**src/rtl/crossword_grid_entry.sv**
```systemverilog
// Crossword letter-entry stage: turns keyboard events at the highlighted cell
// into writes on a 5x5 letter grid, with a one-cell-per-cycle clear-all sweep.
module crossword_grid_entry #(
  parameter int GRID_DIM  = 5,
  parameter int CELL_SIZE = 80,
  parameter int X_ORIGIN  = 4,
  parameter int Y_ORIGIN  = 80
) (
  input  logic       frame_clk,
  input  logic       Reset,
  input  logic [7:0] keycode,
  input  logic [9:0] highlightX,
  input  logic [9:0] highlightY,
  input  logic [2:0] rd_row,
  input  logic [2:0] rd_col,
  output logic [4:0] rd_letter,
  output logic [4:0] filled_count,
  output logic       grid_full,
  output logic       busy,
  output logic       key_accept
);

  localparam int NUM_CELLS = GRID_DIM * GRID_DIM;

  localparam logic [7:0] KEY_A      = 8'h04;
  localparam logic [7:0] KEY_Z      = 8'h1D;
  localparam logic [7:0] KEY_ESC    = 8'h29;
  localparam logic [7:0] KEY_BKSP   = 8'h2A;
  localparam logic [7:0] KEY_DELETE = 8'h4C;

  typedef enum logic {
    IDLE,
    CLEAR
  } state_t;

  state_t      state_q, state_d;
  logic [7:0]  prevKey_q;
  logic        s1Valid_q, s1Valid_d;
  logic [7:0]  s1Key_q, s1Key_d;
  logic [9:0]  s1X_q, s1X_d;
  logic [9:0]  s1Y_q, s1Y_d;
  logic [4:0]  sweepIdx_q, sweepIdx_d;
  logic [4:0]  cells_q [NUM_CELLS];
  logic [4:0]  cells_d [NUM_CELLS];
  logic [4:0]  count_q, count_d;
  logic        full_q, full_d;
  logic        accept_q, accept_d;

  logic        keyEvent;
  logic        colHit, rowHit, posValid;
  logic [2:0]  colIdx, rowIdx;
  logic [4:0]  cellIdx;

  // A new key is a non-zero keycode that differs from last cycle's keycode.
  assign keyEvent = (keycode != 8'h00) && (keycode != prevKey_q);

  // Stage-1 capture: only events seen while idle enter; the sweep flushes it.
  always_comb begin
    s1Valid_d = 1'b0;
    s1Key_d   = s1Key_q;
    s1X_d     = s1X_q;
    s1Y_d     = s1Y_q;
    if (state_q == IDLE && keyEvent) begin
      s1Valid_d = 1'b1;
      s1Key_d   = keycode;
      s1X_d     = highlightX;
      s1Y_d     = highlightY;
    end
  end

  // Key history and stage-1 registers; history tracks even during the sweep.
  always_ff @(posedge frame_clk or posedge Reset) begin
    if (Reset) begin
      prevKey_q <= 8'h00;
      s1Valid_q <= 1'b0;
      s1Key_q   <= 8'h00;
      s1X_q     <= '0;
      s1Y_q     <= '0;
    end else begin
      prevKey_q <= keycode;
      s1Valid_q <= s1Valid_d;
      s1Key_q   <= s1Key_d;
      s1X_q     <= s1X_d;
      s1Y_q     <= s1Y_d;
    end
  end

  // Pixel-to-cell decode by exact equality against each cell origin.
  always_comb begin
    colHit = 1'b0;
    rowHit = 1'b0;
    colIdx = '0;
    rowIdx = '0;
    for (int k = 0; k < GRID_DIM; k++) begin
      if (s1X_q == 10'(X_ORIGIN + k * CELL_SIZE)) begin
        colHit = 1'b1;
        colIdx = 3'(k);
      end
      if (s1Y_q == 10'(Y_ORIGIN + k * CELL_SIZE)) begin
        rowHit = 1'b1;
        rowIdx = 3'(k);
      end
    end
    posValid = colHit && rowHit;
    cellIdx  = 5'(rowIdx) * 5'(GRID_DIM) + 5'(colIdx);
  end

  // Stage-2 action and clear-sweep FSM: next grid, count, pulse and state.
  always_comb begin
    state_d    = state_q;
    sweepIdx_d = sweepIdx_q;
    cells_d    = cells_q;
    count_d    = count_q;
    accept_d   = 1'b0;
    case (state_q)
      IDLE: begin
        if (s1Valid_q) begin
          if (s1Key_q == KEY_ESC) begin
            state_d    = CLEAR;
            sweepIdx_d = '0;
            accept_d   = 1'b1;
          end else if (posValid) begin
            if (s1Key_q >= KEY_A && s1Key_q <= KEY_Z) begin
              if (cells_q[cellIdx] == 5'd0) begin
                count_d = count_q + 5'd1;
              end
              cells_d[cellIdx] = 5'(s1Key_q - 8'h03);
              accept_d         = 1'b1;
            end else if (s1Key_q == KEY_BKSP || s1Key_q == KEY_DELETE) begin
              if (cells_q[cellIdx] != 5'd0) begin
                cells_d[cellIdx] = 5'd0;
                count_d          = count_q - 5'd1;
                accept_d         = 1'b1;
              end
            end
          end
        end
      end
      CLEAR: begin
        cells_d[sweepIdx_q] = 5'd0;
        if (cells_q[sweepIdx_q] != 5'd0) begin
          count_d = count_q - 5'd1;
        end
        if (sweepIdx_q == 5'(NUM_CELLS - 1)) begin
          state_d    = IDLE;
          sweepIdx_d = '0;
          count_d    = 5'd0;
        end else begin
          sweepIdx_d = sweepIdx_q + 5'd1;
        end
      end
      default: state_d = IDLE;
    endcase
    full_d = (count_d == 5'(NUM_CELLS));
  end

  // Grid, status and FSM state registers.
  always_ff @(posedge frame_clk or posedge Reset) begin
    if (Reset) begin
      state_q    <= IDLE;
      sweepIdx_q <= '0;
      count_q    <= '0;
      full_q     <= 1'b0;
      accept_q   <= 1'b0;
      for (int i = 0; i < NUM_CELLS; i++) begin
        cells_q[i] <= 5'd0;
      end
    end else begin
      state_q    <= state_d;
      sweepIdx_q <= sweepIdx_d;
      count_q    <= count_d;
      full_q     <= full_d;
      accept_q   <= accept_d;
      cells_q    <= cells_d;
    end
  end

  // Combinational read port; out-of-range coordinates read as blank.
  always_comb begin
    rd_letter = 5'd0;
    if (rd_row < 3'(GRID_DIM) && rd_col < 3'(GRID_DIM)) begin
      rd_letter = cells_q[5'(rd_row) * 5'(GRID_DIM) + 5'(rd_col)];
    end
  end

  assign filled_count = count_q;
  assign grid_full    = full_q;
  assign busy         = (state_q == CLEAR);
  assign key_accept   = accept_q;

endmodule

```
**config.mk**
```make
export PLATFORM = sky130hd
export DESIGN_NAME = crossword_grid_entry
export DESIGN_NICKNAME = d
export VERILOG_FILES = /design/src/rtl/crossword_grid_entry.sv
export SDC_FILE = /design/constraint.sdc
export NUM_CORES = 1
export LEC_CHECK = 0
export ABC_AREA = 1
export CELL_PAD_IN_SITES_DETAIL_PLACEMENT = 0
export CELL_PAD_IN_SITES_GLOBAL_PLACEMENT = 1
export CORE_AREA = 2 2 177 179
export CTS_CLUSTER_SIZE = 24
export DETAILED_ROUTE_END_ITERATION = 10
export DIE_AREA = 0 0 179 181
export PLACE_DENSITY_LB_ADDON = 0.12
export SYNTH_ARGS = -nofsm -noshare
export SYNTH_HDL_FRONTEND = slang
export SYNTH_SLANG_ARGS = --single-unit
```
**constraint.sdc**
```tcl
create_clock -name frame_clk -period 7.8 [get_ports frame_clk]
set_clock_uncertainty 0.15 [all_clocks]
set_input_delay 1.56 -clock frame_clk [delete_from_list [all_inputs] [get_ports frame_clk]]
set_output_delay 1.56 -clock frame_clk [all_outputs]
set_load 0.02 [all_outputs]
```
==> metrics.md, run 1 <==
| Metric | Value |
|---|---|
| Vias in the first global route | approximately 14000 |
| Share of the synthesized area in the top cell type | between 30 and 40% |
| Worst Hold Launch | s1Y_q[0] |
| Tightest Pin Transition | 1.13 ns |
| Register area share after synthesis | 32.2% |
| Total CTS buffers | 17 |
| ANT nets after route | 0 |
| Worst path max stage delay | 0.74 ns |
| Worst hold path endpoint | s1Y_q[0] |
| Die Area | about 0.032 mm2 |
| Worst vdd ir | roughly 0.25 mV |
| Layout cell share with drive strength beyond 1 | 5.26% |
| CTS root buf | clkbuf_16 |
| Syn Std Cell Area | between 0.01 and 0.015 mm2 |
| Max-cap viol count | 0 |
| # setup viols final | 0 |
| Pre-antenna DRT Iters | 5 |
| Yosys reg bits | ~180 |
| Die H | between 150 and 200 um |
| Worst-path clk slew | ~0.08 ns |
| Post-CTS Hold Buffers | 0 |
| Grt ovf | 0 |
| Area Growth Syn to Fin | 9.45% |
| Primary FF master, synth | dfrtp_1 |
| Final WL | around 56 mm |
| Largest net degree at the start of global routing | 72 |
| Pwr dens | between 200 and 300 mW/mm2 |
| Max-slew headroom | between 20 and 25% |
| Tmin final | 7.17 ns |
| First-pass GRT wire length | ~86 mm |
| FF-to-FF setup slack | roughly 2.2 ns |
| Initial Util | 44.8% |
| Fmax | 140 MHz |
| HP Class | flop to flop |
| DP HPWL | around 40 mm |
| CP max stage cell | fa_1 |
| FFs w/ async S/R, synth | 100% |
| Top-count cell post-synth | nand2_1 |
| Port bufs | 48 |
| Run status | finished clean |
| Final hold vios | 0 |
| Syn. warnings | 0 |
| DRC | 0 |
| Diodes inserted | 0 |
| CTS HTree Levels | 4 |
| Tcrit/Tclk final | approximately 90% |
| Vias | between 15000 and 20000 |
| DR iter-0 viols | 1852 |
| Crit path max fanout | 14 |
| R2r endpoint | cells_q[65] |
| Worst skew pair latency | 0.47 ns |
| Count of cell types in the netlist | between 40 and 50 |
| Core area | between 0.03 and 0.04 mm2 |
| Crit-path leading delay family | buffers and inverters |
| Syn nets | approximately 2100 |
| RSZ-0062 raised after global routing | false |
| Longest Clk Path Bufs | 2 |
| CP Class | input port to output port |
| Most frequent cells after synthesis | nand2_1 (454), o21ai_0 (261), inv_1 (217) |
| Via density | slightly above 6 |
| RR Startpoint | s1Y_q[9] |
| Synth area leaders | dfrtp_1 (32%), nand2_1 (13%), o21ai_0 (9.6%) |
| Post-synth EDFFs | 0 |
| I/O pin cnt | approximately 50 |
| Average wire per standard cell | 22.9 um |
| Fillcell total | between 3000 and 4000 |
| Tot Pwr | around 0.0041 W |
| CP Launch Type | input port |
| Pleak | ~6.3 nW |
| Post-Synthesis Cells | between 2000 and 2500 |
| CP Cell Sequence | clkdlybuf4s50_1 -> ha_1 -> ha_1 -> fa_1 -> inv_1 -> nand4_1 -> o21ai_0 -> a31oi_1 -> nor3_1 -> clkdlybuf4s50_1 |
| Cell accounting for the most synthesized area | dfrtp_1 |
| Critical path arrival | ~5.5 ns |
| Worst Setup End Kind | output port |
| Fin. max-slew vios | 0 |
| Global-route usage over all layers | about 35% |
| Resized cells post-CTS | 0 |
| Initial antenna violation count | 0 |
| RD Place Congestion | about 1.0 |
| Worst Path Buf+Inv | 3 |
| TritonCTS Sinks | between 150 and 200 |
| CTS tree | yes |
| Mean Syn Cell Area | 6.54 um2 |
| Setup TNS | 0 ns |
| Worst path required time | slightly above 6 ns |
| Site row count | 64 |
| R2R depth | 26 |
| Hold Path Depth | 2 |
| Die width | between 150 and 200 um |
| Fin nets | 2121 |
| Post-CTS setup buffers | 0 |
worst max-delay path by stage:
stage | start | to | slack (ns) | depth (start not counted)
6_report | rd_row[0] | rd_letter[1] | 0.63 | 10
5_1_grt | rd_row[0] | rd_letter[1] | 0.39 | 10
3_5_place_dp | rd_row[0] | rd_letter[0] | 0.67 | 9
4_1_cts | rd_row[0] | rd_letter[0] | 0.65 | 9
2_1_floorplan | Reset | busy | 1.34 | 1
3_3_place_gp | rd_row[0] | rd_letter[0] | 0.65 | 9
cell usage in the layout, fill, tap and decap left out, types with 3 or more instances in the layout:
master / netlist / layout
nor4_1: 6 / 6
buf_4: 5 / 24
clkbuf_16: 0 / 17
xnor2_1: 7 / 7
clkdlybuf4s50_1: 0 / 48
nand2_1: 454 / 453
a31oi_1: 28 / 28
inv_8: 0 / 5
o41ai_1: 4 / 4
inv_1: 217 / 215
o22ai_1: 35 / 35
nor2_2: 7 / 8
o211ai_1: 37 / 37
clkinv_8: 0 / 5
nor3_1: 39 / 39
clkinv_4: 0 / 3
a22oi_1: 5 / 5
a21oi_2: 3 / 3
o311ai_0: 7 / 7
a211oi_1: 18 / 18
nor2_1: 150 / 149
nand4_1: 27 / 27
clkinv_1: 6 / 6
nand2_2: 22 / 23
nand3_1: 182 / 182
o221ai_1: 9 / 9
a32oi_1: 10 / 10
ha_1: 25 / 23
xor2_1: 11 / 11
inv_6: 0 / 3
o31ai_1: 16 / 16
o21ai_0: 261 / 261
dfrtp_1: 175 / 174
a21oi_1: 135 / 135
o21ai_1: 46 / 46
nor3b_1: 3 / 3
o32ai_1: 3 / 3
inv_2: 8 / 8
metal layers:
| layer | part of all wire [%] | wire (um) | GRT usage, % |
|---|---|---|---|
| met5 | 0 | 0 | 0 |
| met2 | 44 | 24800 | 54.2 |
| met1 | 44 | 24600 | 48.5 |
| met4 | 4.6 | 2590 | 15.3 |
| met3 | 7.7 | 4340 | 6.67 |
final cells by class:
cell class                 instances  area, um2  share of cell area, %
sequential                       175       4380                   29.4
clock buffer                      17        425                   2.86
timing repair buffer              72        661                   4.44
clock inverter                    15        181                   1.22
tap                              396        495                   3.33
multi-input combinational       1560       7870                   52.8
inverter                         232        880                   5.91
flip-flops by register name (all words and copies together) (netlist names):
register,count
s1Key_q,8
grid_full,1
busy,1
key_accept,1
cells_q,125
s1Valid_q,1
prevKey_q,8
filled_count,5
s1X_q,10
s1Y_q,10
sweepIdx_q,5
worst register-to-register path: cells and delay by family (launching register included):
kind | cells | cell delay (ns)
AOI/OAI and AO/OA | 3 | 0.42
adders and majority gates | 3 | 0.92
buffers and inverters | 7 | 1.98
DFF | 1 | 0.40
and+or+nand+nor | 13 | 1.61
cells by family (layout without fill, tap and decap cells):
family	after synthesis	count (layout)	share of synthesized area, %
buffers and inverters	345	336	10.1
xor gates and xnor gates	19	19	1.28
AOI/OAI and AO/OA	618	618	25.7
adders and majority gates	27	27	2.59
DFF	175	175	32.2
and+or+nand+nor	895	895	28.1
muxes	1	1	0.0827
power breakdown:
part	internal, W	total [W]	switching [W]
Combinational	0.000500	0.00192	0.00142
Clock	0.000436	0.000911	0.000475
Sequential	0.00106	0.00129	0.000225
metrics by stage:
step | hold WS [ns] | util (%) | setup WS, ns | instance area, um2 | instances
2_1_floorplan | 0.300 | - | 1.34 | 13600 | 2080
3_3_place_gp | 0.314 | 47.1 | 0.646 | 14300 | 2435
3_5_place_dp | 0.316 | 47.1 | 0.665 | 14300 | 2435
4_1_cts | 0.337 | 49.1 | 0.649 | 14900 | 2467
5_1_grt | 0.357 | 49.1 | 0.392 | 14900 | 2467
6_report | 0.334 | 49.1 | 0.633 | 14900 | 2467
No activity file was read; power rests on OpenSTA's default activity.
==> run 2, diff against run 1 <==
--- a/config.mk
+++ b/config.mk
@@ -8,10 +8,10 @@
 export ABC_AREA = 1
 export CELL_PAD_IN_SITES_DETAIL_PLACEMENT = 0
 export CELL_PAD_IN_SITES_GLOBAL_PLACEMENT = 1
-export CORE_AREA = 2 2 177 179
+export CORE_AREA = 2 2 186 188
 export CTS_CLUSTER_SIZE = 24
 export DETAILED_ROUTE_END_ITERATION = 10
-export DIE_AREA = 0 0 179 181
+export DIE_AREA = 0 0 188 190
 export PLACE_DENSITY_LB_ADDON = 0.12
 export SYNTH_ARGS = -nofsm -noshare
 export SYNTH_HDL_FRONTEND = slang
==> constraint.sdc (replaced) <==
create_clock -name frame_clk -period 5.8 [get_ports frame_clk]
set_clock_uncertainty 0.15 [all_clocks]
set_input_delay 1.16 -clock frame_clk [delete_from_list [all_inputs] [get_ports frame_clk]]
set_output_delay 1.16 -clock frame_clk [all_outputs]
set_load 0.02 [all_outputs]
==> run 2 against run 1 <==
Compared with the run above: routed wire length rose by 0.70%; count of clock-buffer cells in the layout did not move; final area rose by 2.0%; via count rose by 0.29%; sequential share of layout area fell by 0.58 points; flip-flop and latch count did not move; global-route usage fell by 3.6 points; critical endpoint is now rd_letter[2].
==> metrics.md, run 2 (synthesis gave the netlist of run 1 again) <==
| Metric | Value |
|---|---|
| Initial antenna violation count | 2 |
| TritonCTS Sinks | around 180 |
| Critical path arrival | between 4 and 5 ns |
| Post-CTS setup buffers | 0 |
| Clock Power Share | a little over a fifth |
| Worst vdd ir | 0.335 mV |
| First-pass GRT wire length | a little under 90 mm |
| Worst Hold Launch | s1Y_q[0] |
| Total CTS buffers | 17 |
| Die Area | between 0.03 and 0.04 mm2 |
| Max reg flops | roughly 130 |
| Layout cell share with drive strength beyond 1 | between 6 and 7% |
| ANT nets after route | 0 |
| Tmin final | roughly 5.6 ns |
| Int Pwr | 0.00276 W |
| Worst path max stage delay | roughly 0.5 ns |
| Pre-antenna DRT Iters | 6 |
| # setup viols final | 0 |
| Crit path max fanout | 6 |
| Worst Path Buf+Inv | 4 |
| Worst path required time | roughly 4.5 ns |
| Most frequent cells in the layout | nand2_1 (453), o21ai_0 (261), inv_1 (214) |
| RSZ-0062 raised after global routing | true |
| DR iter-0 viols | 1689 |
| RD Place Congestion | just over 1 |
| Global-route usage over all layers | a little under a third |
| Largest net degree at the start of global routing | 109 |
| Die H | about 190 um |
| Worst skew pair latency | 0.48 ns |
| Run status | finished clean |
| Core area | 0.0339 mm2 |
| CTS HTree Levels | 4 |
| Pwr dens | between 300 and 400 mW/mm2 |
| Tot Pwr | approximately 0.0056 W |
| Via density | slightly below 6 |
| DP HPWL | around 40 mm |
| Site row count | between 60 and 70 |
| Sw Share | approximately 50% |
| Vias | between 15000 and 20000 |
| Longest Clk Path Bufs | 2 |
| Max-slew headroom | 29.9% |
| Combinational power share | a little under half |
| CTS root buf | clkbuf_16 |
| Tcrit/Tclk final | between 90% and 100% |
| Area Growth Syn to Fin | 11.6% |
| Die width | ~190 um |
| Sequential Power Share | approximately 31% |
| Pleak | approximately 6.5 nW |
| Worst-path clk slew | roughly 0.070 ns |
| Grt ovf | 0 |
| CTS tree | yes |
| Vias in the first global route | between 10000 and 15000 |
| Initial Util | approximately two fifths |
| Final Cell Area | between 0.015 and 0.02 mm2 |
| RR Startpoint | s1Y_q[9] |
| Psw | ~0.0029 W |
| Worst Setup End Kind | output port |
| CP Cell Sequence | clkdlybuf4s50_1 -> ha_1 -> ha_1 -> fa_1 -> xnor2_2 -> buf_4 -> clkinv_1 -> o311ai_1 -> a21oi_1 -> nor3_1 -> dlygate4sd2_1 |
| Tightest Pin Transition | between 1 and 1.5 ns |
| Placed cell count | roughly 2500 |
| Regs by FF count | cells_q x125, s1X_q x10, s1Y_q x10 |
| Port bufs | 48 |
| Placed inst area | around 0.015 mm2 |
| Most common cell after layout, fill and taps aside | nand2_1 |
| CP dominant cell by count | ha_1 |
| CP Class | input port to output port |
| Non-Filler Instances | 2547 |
| Post-CTS Hold Buffers | 0 |
| Final hold vios | 0 |
| DRC | 0 |
| Final WL | 56.8 mm |
| Util after Layout | between 40% and 50% |
| HP Class | flop to flop |
| Worst Setup SP | rd_row[2] |
| Average wire per standard cell | between 20 and 25 um |
| CP Launch Type | input port |
| Max-cap viol count | 0 |
| Crit-path leading delay family | buffers and inverters |
| CP max stage cell | clkdlybuf4s50_1 |
| Fin nets | around 2100 |
| Most flops, register | cells_q |
| Fmax | between 150 and 200 MHz |
| I/O pin cnt | 49 |
| Hold Slack | around 0.34 ns |
| Fin. max-slew vios | 0 |
## run 2: cell types whose count changed in the layout (fill, tap and decap cells not counted), sizes merged
| cell | previous run | this run |
|---|---|---|
| dlygate4sd2 | 0 | 3 |
| clkdlybuf4s15 | 0 | 1 |
| diode | 0 | 1 |
| clkdlybuf4s50 | 48 | 43 |
| clkinv | 15 | 13 |
| buf | 24 | 44 |
| inv | 232 | 230 |
| dlymetal6s2s | 0 | 1 |
| bufinv | 0 | 1 |
| clkinvlp | 0 | 3 |
## run 2: repair_timing
action,4_1_cts,5_1_grt
resized for setup,11,7
setup endpoints to repair,5,11
pin swaps,0,1
hold endpoints to repair,0,0
## run 2: final timing paths
check	slack (ns)	depth (start not counted)	end
worst max-delay path	0.17	11	rd_letter[2]
worst min-delay path	0.34	2	s1Y_q[0]
worst max register to register	0.51	20	cells_q[20]
worst min register to register	0.34	2	s1Y_q[0]
max in group asynchronous	3.36	3	busy
min in group asynchronous	1.01	2	cells_q[105]
## run 2: per-stage QoR
step / TNS (ns) / worst slack [ns]
after floorplan: 0 / 0.814
after global placement: -0.623 / -0.267
after detailed placement: -0.778 / -0.280
after CTS: 0 / 0.0328
after global routing: -0.0222 / -0.0222
final: 0 / 0.167
## run 2: cell type report
class,count,area (um2)
well taps,455,569
repair buffers,92,860
fillers,3612,18800
flip-flops and latches,175,4380
inverters,232,881
multi-input cells,1560,7900
clock inverters,15,171
clock buffers,17,425
diodes,1,2.50
## run 2: metal layers
metal,wire (um),track usage (%)
met3,4860,6.07
met1,24900,44.6
met5,0,0
met2,25000,48.5
met4,2080,12.3
## run 2: power groups by stage
stage,Sequential [W],Clock [W],Combinational (W)
final,0.00174,0.00124,0.00264
after global routing,0.00176,0.00129,0.00288
after CTS,0.00173,0.00125,0.00259
after detailed placement,0.00175,0,0.00257
after global placement,0.00174,0,0.00256
after floorplan,0.00160,0,0.00169
## run 2: worst min-delay path, stage by stage (launching register included)
cell,delay (ns)
dfrtp_1,0.35
nand2_1,0.05
nand2_1,0.05
